## src/rtl/dual_issue_queue_if.sv

```systemverilog
`default_nettype none
// ============================================================================
// Module      : dual_issue_queue_if
// Description : Fetch-side and issue-side bundle of the dual-issue
//               instruction queue.
// Revision    : 1.0 - initial release
// ============================================================================
interface dual_issue_queue_if #(
    parameter int XLEN  = 32,
    parameter int DEPTH = 8
);
    logic                       flush;
    logic                       in_valid_0;
    logic                       in_valid_1;
    logic [XLEN-1:0]            in_pc_0;
    logic [XLEN-1:0]            in_pc_1;
    logic [XLEN-1:0]            in_inst_0;
    logic [XLEN-1:0]            in_inst_1;
    logic                       stall_fetch;
    logic                       issue_ready;
    logic                       out_valid_0;
    logic                       out_valid_1;
    logic [XLEN-1:0]            out_pc_0;
    logic [XLEN-1:0]            out_pc_1;
    logic [XLEN-1:0]            out_inst_0;
    logic [XLEN-1:0]            out_inst_1;
    logic [$clog2(DEPTH):0]     count;

    // Fetch/execute side driving the queue.
    modport master (
        output flush, in_valid_0, in_valid_1, in_pc_0, in_pc_1,
               in_inst_0, in_inst_1, issue_ready,
        input  stall_fetch, out_valid_0, out_valid_1, out_pc_0, out_pc_1,
               out_inst_0, out_inst_1, count
    );

    // The queue itself.
    modport slave (
        input  flush, in_valid_0, in_valid_1, in_pc_0, in_pc_1,
               in_inst_0, in_inst_1, issue_ready,
        output stall_fetch, out_valid_0, out_valid_1, out_pc_0, out_pc_1,
               out_inst_0, out_inst_1, count
    );
endinterface
`default_nettype wire

```

## src/rtl/dual_issue_queue.sv

```systemverilog
`default_nettype none
// ============================================================================
// Module      : dual_issue_queue
// Description : Circular instruction buffer between dual fetch and the
//               dual-issue execute stage. Offers the two oldest entries
//               show-ahead and pairs them only when hazard-free.
// Revision    : 1.0 - initial release
// ============================================================================
module dual_issue_queue #(
    parameter int DEPTH = 8,
    parameter int XLEN  = 32
) (
    input  wire                 clk,
    input  wire                 rst,
    dual_issue_queue_if.slave   bus
);
    localparam int c_PTR_W = $clog2(DEPTH);
    localparam int c_CNT_W = c_PTR_W + 1;
    localparam logic [XLEN-1:0] c_NOP = XLEN'(32'h0000_0013);

    logic [XLEN-1:0]    r_pc_mem   [DEPTH];
    logic [XLEN-1:0]    r_inst_mem [DEPTH];
    logic [c_PTR_W-1:0] r_head;
    logic [c_PTR_W-1:0] r_tail;
    logic [c_CNT_W-1:0] r_count;

    logic [c_PTR_W-1:0] w_head_1;
    logic [c_PTR_W-1:0] w_tail_1;
    logic [c_PTR_W-1:0] w_slot1_ptr;
    logic               w_stall;
    logic               w_enq_ok;
    logic [1:0]         w_enq_n;
    logic [1:0]         w_deq_n;
    logic               w_out_v0;
    logic               w_out_v1;
    logic               w_hazard;

    // Opcode classes used by the pairing check.
    function automatic logic f_writes_rd(input logic [XLEN-1:0] inst);
        return (inst[6:0] inside {7'b0110011, 7'b0010011, 7'b0000011,
                                  7'b0110111, 7'b0010111, 7'b1101111,
                                  7'b1100111}) && (inst[11:7] != 5'd0);
    endfunction

    function automatic logic f_reads_rs1(input logic [XLEN-1:0] inst);
        return !(inst[6:0] inside {7'b0110111, 7'b0010111, 7'b1101111});
    endfunction

    function automatic logic f_reads_rs2(input logic [XLEN-1:0] inst);
        return inst[6:0] inside {7'b0110011, 7'b0100011, 7'b1100011};
    endfunction

    function automatic logic f_pair_hazard(input logic [XLEN-1:0] i0,
                                           input logic [XLEN-1:0] i1);
        logic raw, waw, mem, ctrl;
        raw  = f_writes_rd(i0) &&
               ((f_reads_rs1(i1) && (i1[19:15] == i0[11:7])) ||
                (f_reads_rs2(i1) && (i1[24:20] == i0[11:7])));
        waw  = f_writes_rd(i0) && f_writes_rd(i1) && (i0[11:7] == i1[11:7]);
        mem  = (i0[6:0] inside {7'b0000011, 7'b0100011}) &&
               (i1[6:0] inside {7'b0000011, 7'b0100011});
        ctrl = i0[6:0] inside {7'b1100011, 7'b1101111, 7'b1100111};
        return raw || waw || mem || ctrl;
    endfunction

    assign w_head_1    = r_head + c_PTR_W'(1);
    assign w_tail_1    = r_tail + c_PTR_W'(1);
    assign w_slot1_ptr = bus.in_valid_0 ? w_tail_1 : r_tail;

    // Stall looks only at the registered occupancy, so a pair always fits.
    assign w_stall  = (r_count >= c_CNT_W'(DEPTH - 1));
    assign w_enq_ok = !w_stall && !bus.flush;
    assign w_enq_n  = w_enq_ok ? ({1'b0, bus.in_valid_0} + {1'b0, bus.in_valid_1}) : 2'd0;

    assign w_hazard = f_pair_hazard(r_inst_mem[r_head], r_inst_mem[w_head_1]);
    assign w_out_v0 = (r_count >= c_CNT_W'(1));
    assign w_out_v1 = (r_count >= c_CNT_W'(2)) && !w_hazard;
    assign w_deq_n  = (bus.issue_ready && !bus.flush) ?
                      ({1'b0, w_out_v0} + {1'b0, w_out_v1}) : 2'd0;

    assign bus.stall_fetch = w_stall;
    assign bus.out_valid_0 = w_out_v0;
    assign bus.out_valid_1 = w_out_v1;
    assign bus.out_pc_0    = w_out_v0 ? r_pc_mem[r_head]     : '0;
    assign bus.out_pc_1    = w_out_v1 ? r_pc_mem[w_head_1]   : '0;
    assign bus.out_inst_0  = w_out_v0 ? r_inst_mem[r_head]   : c_NOP;
    assign bus.out_inst_1  = w_out_v1 ? r_inst_mem[w_head_1] : c_NOP;
    assign bus.count       = r_count;

    // Entry storage: slot 0 lands at tail, slot 1 right behind it (or at tail alone).
    always_ff @(posedge clk) begin
        if (w_enq_ok && bus.in_valid_0) begin
            r_pc_mem[r_tail]   <= bus.in_pc_0;
            r_inst_mem[r_tail] <= bus.in_inst_0;
        end
        if (w_enq_ok && bus.in_valid_1) begin
            r_pc_mem[w_slot1_ptr]   <= bus.in_pc_1;
            r_inst_mem[w_slot1_ptr] <= bus.in_inst_1;
        end
    end

    // Pointer and occupancy update; flush empties the queue like reset.
    always_ff @(posedge clk) begin
        if (rst || bus.flush) begin
            r_head  <= '0;
            r_tail  <= '0;
            r_count <= '0;
        end else begin
            r_head  <= r_head + c_PTR_W'(w_deq_n);
            r_tail  <= r_tail + c_PTR_W'(w_enq_n);
            r_count <= r_count + c_CNT_W'(w_enq_n) - c_CNT_W'(w_deq_n);
        end
    end
endmodule
`default_nettype wire

```

## src/flat_wrapper.sv

```systemverilog
// flat-port wrapper written by rule: the top's interface ports become plain ports
module dual_issue_queue_flat 
#(
    parameter int DEPTH = 8,
    parameter int XLEN  = 32
)
  (clk, rst, bus_flush, bus_in_valid_0, bus_in_valid_1, bus_in_pc_0, bus_in_pc_1, bus_in_inst_0, bus_in_inst_1, bus_issue_ready, bus_stall_fetch, bus_out_valid_0, bus_out_valid_1, bus_out_pc_0, bus_out_pc_1, bus_out_inst_0, bus_out_inst_1, bus_count);
  dual_issue_queue_if #(.XLEN(XLEN), .DEPTH(DEPTH)) bus_i ();
  input  wire clk;
  input  wire rst;
  input wire logic [$bits(bus_i.flush)-1:0] bus_flush;
  input wire logic [$bits(bus_i.in_valid_0)-1:0] bus_in_valid_0;
  input wire logic [$bits(bus_i.in_valid_1)-1:0] bus_in_valid_1;
  input wire logic [$bits(bus_i.in_pc_0)-1:0] bus_in_pc_0;
  input wire logic [$bits(bus_i.in_pc_1)-1:0] bus_in_pc_1;
  input wire logic [$bits(bus_i.in_inst_0)-1:0] bus_in_inst_0;
  input wire logic [$bits(bus_i.in_inst_1)-1:0] bus_in_inst_1;
  input wire logic [$bits(bus_i.issue_ready)-1:0] bus_issue_ready;
  output wire logic [$bits(bus_i.stall_fetch)-1:0] bus_stall_fetch;
  output wire logic [$bits(bus_i.out_valid_0)-1:0] bus_out_valid_0;
  output wire logic [$bits(bus_i.out_valid_1)-1:0] bus_out_valid_1;
  output wire logic [$bits(bus_i.out_pc_0)-1:0] bus_out_pc_0;
  output wire logic [$bits(bus_i.out_pc_1)-1:0] bus_out_pc_1;
  output wire logic [$bits(bus_i.out_inst_0)-1:0] bus_out_inst_0;
  output wire logic [$bits(bus_i.out_inst_1)-1:0] bus_out_inst_1;
  output wire logic [$bits(bus_i.count)-1:0] bus_count;
  assign bus_i.flush = bus_flush;
  assign bus_i.in_valid_0 = bus_in_valid_0;
  assign bus_i.in_valid_1 = bus_in_valid_1;
  assign bus_i.in_pc_0 = bus_in_pc_0;
  assign bus_i.in_pc_1 = bus_in_pc_1;
  assign bus_i.in_inst_0 = bus_in_inst_0;
  assign bus_i.in_inst_1 = bus_in_inst_1;
  assign bus_i.issue_ready = bus_issue_ready;
  assign bus_stall_fetch = bus_i.stall_fetch;
  assign bus_out_valid_0 = bus_i.out_valid_0;
  assign bus_out_valid_1 = bus_i.out_valid_1;
  assign bus_out_pc_0 = bus_i.out_pc_0;
  assign bus_out_pc_1 = bus_i.out_pc_1;
  assign bus_out_inst_0 = bus_i.out_inst_0;
  assign bus_out_inst_1 = bus_i.out_inst_1;
  assign bus_count = bus_i.count;
  dual_issue_queue #(.DEPTH(DEPTH), .XLEN(XLEN)) u_core (.clk(clk), .rst(rst), .bus(bus_i));
endmodule
```

## config.mk

```make
export PLATFORM = sky130hd
export DESIGN_NAME = dual_issue_queue_flat
export DESIGN_NICKNAME = d
export VERILOG_FILES = /design/src/rtl/dual_issue_queue_if.sv /design/src/rtl/dual_issue_queue.sv /design/src/flat_wrapper.sv
export SDC_FILE = /design/constraint.sdc
export NUM_CORES = 1
export LEC_CHECK = 0
export ABC_AREA = 1
export CAP_MARGIN = 20
export CORE_MARGIN = 2
export CORE_UTILIZATION = 55
export DETAILED_ROUTE_END_ITERATION = 10
export GPL_TIMING_DRIVEN = 1
export PLACE_DENSITY_LB_ADDON = 0.12
export SKIP_LAST_GASP = 1
export SLEW_MARGIN = 20
export SYNTH_ARGS = -nofsm -noshare
export SYNTH_HDL_FRONTEND = slang
export SYNTH_SLANG_ARGS = --single-unit
```

## constraint.sdc

```tcl
create_clock -name clk -period 8.9 [get_ports clk]
set_clock_uncertainty 0.05 [all_clocks]
set_input_delay 1.78 -clock clk [delete_from_list [all_inputs] [get_ports clk]]
set_output_delay 1.78 -clock clk [all_outputs]
set_load 0.05 [all_outputs]
```

Yosys cells after proc, flatten, opt, wreduce, memory -nomap -nowiden --
Memories as Yosys holds them, arrays and structs flattened. A register that Yosys moved wholly into a read port is not among the register bits. Cells that the tools add are included.
Cells by class: magnitude comparators 3, eq/ne operators 21, reductions and logical operators 31, $add $sub $neg 8, mux-type cells 13
Operators by type and width (number):
- 32-bit 2-to-1 mux | 4
- 7-bit by 6-bit == test with 1-bit output (second input constant) | 6
- 7-bit == test (second input constant) | 6
- 7-bit by 5-bit == test with 1-bit output (second input constant) | 4
- 5-bit == test | 3
- 7-bit by 2-bit == test with 1-bit output (second input constant) | 2
- 7-bit nonzero test | 2
- 1-bit logical AND | 13
- 5-bit nonzero test | 2
- 3-bit 2-to-1 mux | 3
- 3-bit nonzero test | 3
- 3-bit by 1-bit adder with 3-bit output (second input constant) | 2
- 3-bit by 2-bit adder with 3-bit output | 2
- 1-bit logical OR | 5
- 1-bit by 1-bit adder with 2-bit output | 2
- 4-bit by 2-bit adder with 4-bit output | 1
- 4-bit by 1-bit greater-or-equal comparator with 1-bit output (second input constant) | 1
- 4-bit by 2-bit greater-or-equal comparator with 1-bit output (second input constant) | 1
- 4-bit by 3-bit greater-or-equal comparator with 1-bit output (second input constant) | 1
- 1-bit zero test | 4
- 1-bit 2-to-1 mux | 4
- 2-bit 2-to-1 mux | 2
- 2-bit nonzero test | 2
- 4-bit by 2-bit subtractor with 4-bit output | 1
Storage, ports and cells: RAM bits 512, word-level logic and storage cells 81, memories kept 2, output and inout bits 135, bits in registers 10, input port bits 134
Memory list:
- u_core.r_inst_mem | depth 8, bits a word 32, read ports 2, clocked after Yosys merged registers in 1, write ports 2, line dual_issue_queue.sv:22 | logic [XLEN-1:0] r_inst_mem [DEPTH];
- u_core.r_pc_mem | depth 8, bits a word 32, read ports 2, clocked after Yosys merged registers in 1, write ports 2, line dual_issue_queue.sv:21 | logic [XLEN-1:0] r_pc_mem [DEPTH];

Longest topological paths before layout --
Gate-level depths: netlist (run 1). An unclocked memory read counts as a cell.
depth after elaboration 17, gate-level depth with buffers 30, gate-level depth less buffers 26

Worst setup path after synthesis (run 1) --
No wires, ideal clock.
path type input -> register, start input port bus_flush, end memory u_core.r_inst_mem[6][0], enable pin, setup time 0.574 ns, buffers on the path 0, cell stages on the path 3, required time 8.276 ns, arrival 6.678 ns, setup slack 1.597 ns, cell sequence nor2_1 > nand3_1 > o21ai_0
RTL lines:
- start, declared | line flat_wrapper.sv:11 | input wire logic [$bits(bus_i.flush)-1:0] bus_flush;
- end, declared | line dual_issue_queue.sv:22

Worst setup path in the final report (run 1) --
start register u_core.r_head[1], end output port bus_out_valid_1
On the way: longest elaborated chain between the ends 13, elaborated cells between the ends (all ways) 33, classes of those cells add/sub (1); eq/ne (12); reduce/logical (19); memory (1)
RTL lines:
- start, declared | line dual_issue_queue.sv:23 | logic [c_PTR_W-1:0] r_head;
- start signal, assigned | line dual_issue_queue.sv:109 | r_head <= r_head + c_PTR_W'(w_deq_n);
- 3-bit by 1-bit adder with 3-bit output (*) | line dual_issue_queue.sv:66 | assign w_head_1 = r_head + c_PTR_W'(1);
- memory 8 x 32 bit (*)
- 7-bit by 6-bit == test with 1-bit output (tied with other cells) | line dual_issue_queue.sv:40, dual_issue_queue.sv:46
- 3-bit nonzero test | line dual_issue_queue.sv:46 | return !(inst[6:0] inside {7'b0110111, 7'b0010111, 7'b1101111});
- 1-bit zero test | line dual_issue_queue.sv:46
- 1-bit logical AND | line dual_issue_queue.sv:57 | ((f_reads_rs1(i1) && (i1[19:15] == i0[11:7])) ||
- 1-bit logical OR | line dual_issue_queue.sv:57
- 1-bit logical AND | line dual_issue_queue.sv:56 | raw = f_writes_rd(i0) &&
- 1-bit logical OR | line dual_issue_queue.sv:63 | return raw || waw || mem || ctrl;
- 1-bit logical OR (*) (2 in series) | line dual_issue_queue.sv:63
- 1-bit zero test (*) | line dual_issue_queue.sv:77 | assign w_out_v1 = (r_count >= c_CNT_W'(2)) && !w_hazard;
- 1-bit logical AND (*) | line dual_issue_queue.sv:77
- end, declared | line flat_wrapper.sv:21 | output wire logic [$bits(bus_i.out_valid_1)-1:0] bus_out_valid_1;
Every way passes the cells marked *; elsewhere a longest branch is shown, timed or not.

==> flow_metrics.tcl, run 1 <==
set metrics [dict create \
    status "completed" \
    grt_pass1_vias 26770 \
    path_clk_slew_ns 0.06 \
    area_growth_pct 13.21 \
    overflow 0 \
    synth.ff_latch_count 522 \
    critPathBufInv 4 \
    cts_tree "yes" \
    grt_use_total_pct 32.99 \
    worstPathMaxFanout 86 \
    dieArea_sq_um 60380 \
    finalCritPeriodShare_pct 86.14 \
    period_needed_ns 7.666 \
    ios 269 \
    synth_ff_type "edfxtp_1" \
    hpwl_um 57110 \
    syn_area_per_cell_sq_um 7.710 \
    cp.required_ns 7.07 \
    drtPass1Iterations 6 \
    drive_gt1_share_pct 4.050 \
    arrival_ns 5.84 \
    crit_chain "ha_4, inv_6, nand3_1, nand3_1, nand2_1, nand2_1, nor2_1, inv_1, nor2_1, nand2_1, nor2_1, nor2_1, nand2_1, nand2_2, nand2_4, inv_1, clkdlybuf4s50_1" \
    vias_per_cell 5.924 \
    hold_viol 0 \
    routedWlPerCell_um 20.54 \
    drt_iter0_markers 3541 \
    ir_drop_uv 243.7 \
    die_height_um 245.7 \
    synthCells 4168 \
    async_reset_ff_share_pct 0 \
    synthTopCellsByArea "edfxtp_1, o21ai_0, nand2_1, nor2_1, a21oi_1" \
    vias 29410 \
    synth_area_sq_um 32140 \
    initial_utilization_pct 55.70 \
    drc 0 \
    cts_resized 0 \
    setup_violations 0 \
    htreeDepth 2 \
    fin_ws_ns 1.234 \
    leakage_nw 14.98 \
    postCtsSetupRepairBufs 0 \
    fp-row-count 88 \
    grt_max_degree 277 \
    synth_top_area_share_pct 47.84 \
    clkSinkCount 522 \
    hp-class "reg -> reg" \
    drt-total-wl_um 102000 \
    timing.hold.ws_ns 0.5468 \
    grt_first_pass_wirelength_um 152600 \
    start_kind "register" \
    hold_buffers 0 \
    synth-edff-count 512 \
    ant_nets 0 \
    slowest_stage "ha_4" \
    yosys_warnings 0 \
    synth_nets 4319 \
    pre_cts_slack_ns 1.976 \
    power_per_cell_area_nw_per_um2 256.8 \
    crit_family "simple AND/OR/NAND/NOR gates" \
    cp_slowest_stage_delay_ns 0.81 \
    core_sq_um 57700 \
    critPathCaptureType "output port" \
    cts_inserted_buffers 57 \
    yosysTopAreaCell "edfxtp_1" \
    drv_cap 0 \
    yosys.cell_count.top_type "nand2_1" \
    finalSetupTns_ns 0 \
    gp_congestion 0.8567 \
    tightest_slew_ns 1.135 \
    cts_root_buf "clkbuf_16" \
    synthDistinctLibCells 42 \
    worst_skew_pair.late_latency_ns 0.62 \
    fmaxAchievable_mhz 130.4 \
    rsz0062_at_grt "false" \
    die_x_um 245.7 \
    antenna_found_initial 3 \
    synth-seq-area-share_pct 48.46 \
    cts_buffer_depth 3 \
    slew_headroom_pct 24.31 \
    netlist_top_cells_count "nand2_1, o21ai_0, edfxtp_1, nor2_1, inv_1" \
    slew_violations 0 \
    path_class "reg -> out" \
    fin_nets 4302 \
    port_buffers 268 \
]
[final cells by class]
type / instances / area, sq um
timing repair buffer: 310 / 3039
clock buffer: 87 / 1592
inverter: 323 / 1235
fill: 4965 / 21310
antenna: 1 / 2.502
tap: 765 / 957.2
clock inverter: 19 / 142.6
sequential: 522 / 15580
multi-input combinational: 2937 / 13830
[metrics by stage]
stage | cell area, sq um | power (W) | instances | utilization (%)
final | 36380 | 0.009344 | 4964 | 63.06
after global routing | 36380 | 0.009703 | 4964 | 63.06
after CTS | 36360 | 0.009319 | 4962 | 63.02
after detailed placement | 34620 | 0.007076 | 4856 | 60.01
after global placement | 34620 | 0.007042 | 4856 | 60.01
after floorplan | 32140 | 0.005770 | 4168 | -
[worst paths after layout]
| kind | from | endpoint | slack, ns | cells after the start |
|---|---|---|---|---|
| max | u_core.r_head[1] | bus_out_valid_1 | 1.23 | 17 |
| min | u_core.r_tail[2] | u_core.r_tail[2] | 0.55 | 2 |
| max reg2reg | u_core.r_head[1] | u_core.bus.count[3] | 2.31 | 25 |
| min reg2reg | u_core.r_tail[2] | u_core.r_tail[2] | 0.55 | 2 |
[flip-flops by register name, indices dropped and copies added, names as in the netlist]
name	flops
u_core.r_head	3
u_core.bus.count	4
u_core.r_inst_mem	256
u_core.r_tail	3
u_core.r_pc_mem	256
[logic make-up (layout without fill, tap and decap cells)]
| family | count (synthesis) | after routing | synth area share (%) |
|---|---|---|---|
| fa+ha+maj | 17 | 17 | 0.7553 |
| buf+inv | 709 | 739 | 9.087 |
| compound gates | 1235 | 1235 | 20.70 |
| other cells | 0 | 1 | 0 |
| xor+xnor | 5 | 5 | 0.1363 |
| simple gates | 1680 | 1680 | 20.86 |
| flops | 522 | 522 | 48.46 |
[tightest hold or removal path, delay by kind of cell (launching register included)]
kind          cells  cell delay [ns]
simple gates      1             0.07
flops             1             0.40
xor+xnor          1             0.09
[layer usage]
layer / global-route usage, % / up-vias / routed length (um)
li1: - / 14110 / -
met1: 44.37 / 13410 / 40330
met2: 53.86 / 1639 / 47540
met3: 4.704 / 244 / 10390
met4: 13.26 / 4 / 3660
met5: 0 / - / 24
[cells in the final DEF, fill, tap and decap left out, types with 12 or more instances in the layout]
master,synthesis,final
nand2_1,1044,1044
o21ai_0,801,792
edfxtp_1,512,512
nor2_1,370,370
inv_1,320,319
clkdlybuf4s50_1,0,268
a21oi_1,253,252
nand3_1,186,182
clkbuf_16,0,59
nor3_1,49,49
a211oi_1,45,45
a221oi_1,42,42
a31oi_1,42,42
buf_4,7,38
clkbuf_1,234,27
o211ai_1,19,19
o21ai_1,13,14
ha_1,13,12
[power by group]
part | switching [W] | leakage (nW) | total [W] | internal [W]
logic | 0.00299 | 9.40 | 0.00419 | 0.00120
clock network | 0.000986 | 0.850 | 0.00227 | 0.00128
registers | 0.0000575 | 4.73 | 0.00288 | 0.00283
No activity file was read; power rests on OpenSTA's default activity.
==> inputs of run 2 (changes only) <==
--- a/config.mk
+++ b/config.mk
@@ -9,6 +9,7 @@
 export CAP_MARGIN = 20
 export CORE_MARGIN = 2
 export CORE_UTILIZATION = 55
+export CTS_CLUSTER_DIAMETER = 30
 export DETAILED_ROUTE_END_ITERATION = 10
 export GPL_TIMING_DRIVEN = 1
 export PLACE_DENSITY_LB_ADDON = 0.12
==> flow_metrics.tcl, run 2 (synthesis gave the netlist of run 1 again) <==
set metrics [dict create \
    tightest_slew_ns 1.191 \
    drt_iter0_markers 3409 \
    drv_cap 0 \
    finalCritPeriodShare_pct 86.51 \
    final_cells 5077 \
    finalSetupTns_ns 0 \
    drive_gt1_share_pct 6.565 \
    drc 0 \
    crit_chain "ha_4, inv_6, nand3_1, nand3_1, nand2_1, nand2_1, nor2_1, inv_1, nor2_1, nand2_1, nor2_1, nor2_1, nand2_1, nand2_2, nand2_4, nor2_1, clkdlybuf4s50_1" \
    gp_congestion 0.8567 \
    leakage_nw 16.08 \
    hold_viol 0 \
    route.met3.wl_um 11470 \
    die_height_um 245.7 \
    ant_nets 0 \
    slew_headroom_pct 19.78 \
    fin_util_pct 67.11 \
    path_class "reg -> out" \
    initial_utilization_pct 55.70 \
    cp.required_ns 7.07 \
    critPathCaptureType "output port" \
    setup_violations 0 \
    final_common_cell "nand2_1" \
    htreeDepth 3 \
    rsz0062_at_grt "false" \
    period_needed_ns 7.699 \
    slowest_stage "ha_4" \
    worstPathMaxFanout 86 \
    met2RoutedLength_um 48930 \
    fin_nets 4361 \
    antenna_found_initial 3 \
    grt_max_degree 277 \
    cts_inserted_buffers 116 \
    grt_first_pass_wirelength_um 156100 \
    cts_root_buf "clkbuf_16" \
    hp-class "reg -> reg" \
    drt-met1-wl_um 39990 \
    ir_drop_uv 265.6 \
    path_clk_slew_ns 0.04 \
    cts_tree "yes" \
    worst_skew_pair.late_latency_ns 0.66 \
    die_x_um 245.7 \
    cp_common_cell "nor2_1" \
    fmaxAchievable_mhz 129.9 \
    routedWlPerCell_um 20.44 \
    hpwl_um 57110 \
    ios 269 \
    dieArea_sq_um 60380 \
    top_layer "met5" \
    area_growth_pct 20.49 \
    slew_violations 0 \
    vias_per_cell 5.911 \
    reg2regPathDepth 25 \
    whs_path_depth 2 \
    clkSinkCount 522 \
    drtPass1Iterations 8 \
    fillers 4695 \
    start_kind "register" \
    overflow 0 \
    core_sq_um 57700 \
    placed_cells_incl_taps 4856 \
    postCtsSetupRepairBufs 0 \
    port_buffers 268 \
    cts_resized 0 \
    most-common-layout-cells "nand2_1, o21ai_0, edfxtp_1" \
    fp-row-count 88 \
    cp_slowest_stage_delay_ns 0.80 \
    status "completed" \
    hold_buffers 0 \
    drt-total-wl_um 103800 \
    arrival_ns 5.87 \
    vias 30010 \
    cts_buffer_depth 3 \
    grt_pass1_vias 27700 \
    power_per_cell_area_nw_per_um2 297.2 \
    grt_use_total_pct 33.68 \
]
## run 2: cell types whose count changed in the layout (fill, tap and decap cells not counted), moves of 3 or more
cell and change:
clkbuf_8 +5, inv_6 +3, clkbuf_16 +60, bufinv_16 +18
clkbuf_1 -7, clkinvlp_4 +14, clkinv_2 +9, clkinv_1 +7
## run 2: cell type report
type,instances,area [sq um],area share (%)
diodes,1,2.502,0.006463
clock buffers,145,3136,8.098
clock inverters,74,935.9,2.417
inverters,323,1235,3.189
multi-input cells,2937,13830,35.72
flip-flops and latches,522,15580,40.25
well taps,765,957.2,2.472
repair buffers,310,3039,7.849
## run 2: worst max-delay path: cells and delay by family (launching register included)
kind                       cells  cell delay, ns
adders and majority gates      1            0.80
DFF                            1            0.78
and+or+nand+nor               13            2.16
buffers and inverters          3            1.39
## run 2: final timing paths
| check | slack, ns | to | startpoint |
|---|---|---|---|
| max | 1.20 | bus_out_pc_1[18] | u_core.r_head[1] |
| min | 0.55 | u_core.r_tail[2] | u_core.r_tail[2] |
| max reg2reg | 2.34 | u_core.bus.count[3] | u_core.r_head[1] |
| min reg2reg | 0.55 | u_core.r_tail[2] | u_core.r_tail[2] |
## run 2: stage by stage
step	hold WS [ns]	power, W	area, sq um	setup slack [ns]
3_3_place_gp	0.5087	0.007042	34620	2.069
2_1_floorplan	0.4730	0.005770	32140	1.597
3_5_place_dp	0.5265	0.007076	34620	1.976
6_report	0.5506	0.01151	38720	1.201
5_1_grt	0.5983	0.01191	38720	0.8942
4_1_cts	0.5411	0.01149	38690	1.287
## run 2: layer usage
metal	global-route usage, %	up-vias
met5	0	-
met4	13.87	4
met3	5.315	226
met2	55.49	1739
met1	44.38	13750
li1	-	14290
## run 2: report_power, final
group | switching, W | internal (W)
Combinational | 0.00299 | 0.00120
Sequential | 0.0000578 | 0.00283
Clock | 0.00138 | 0.00305
Total | 0.00442 | 0.00708
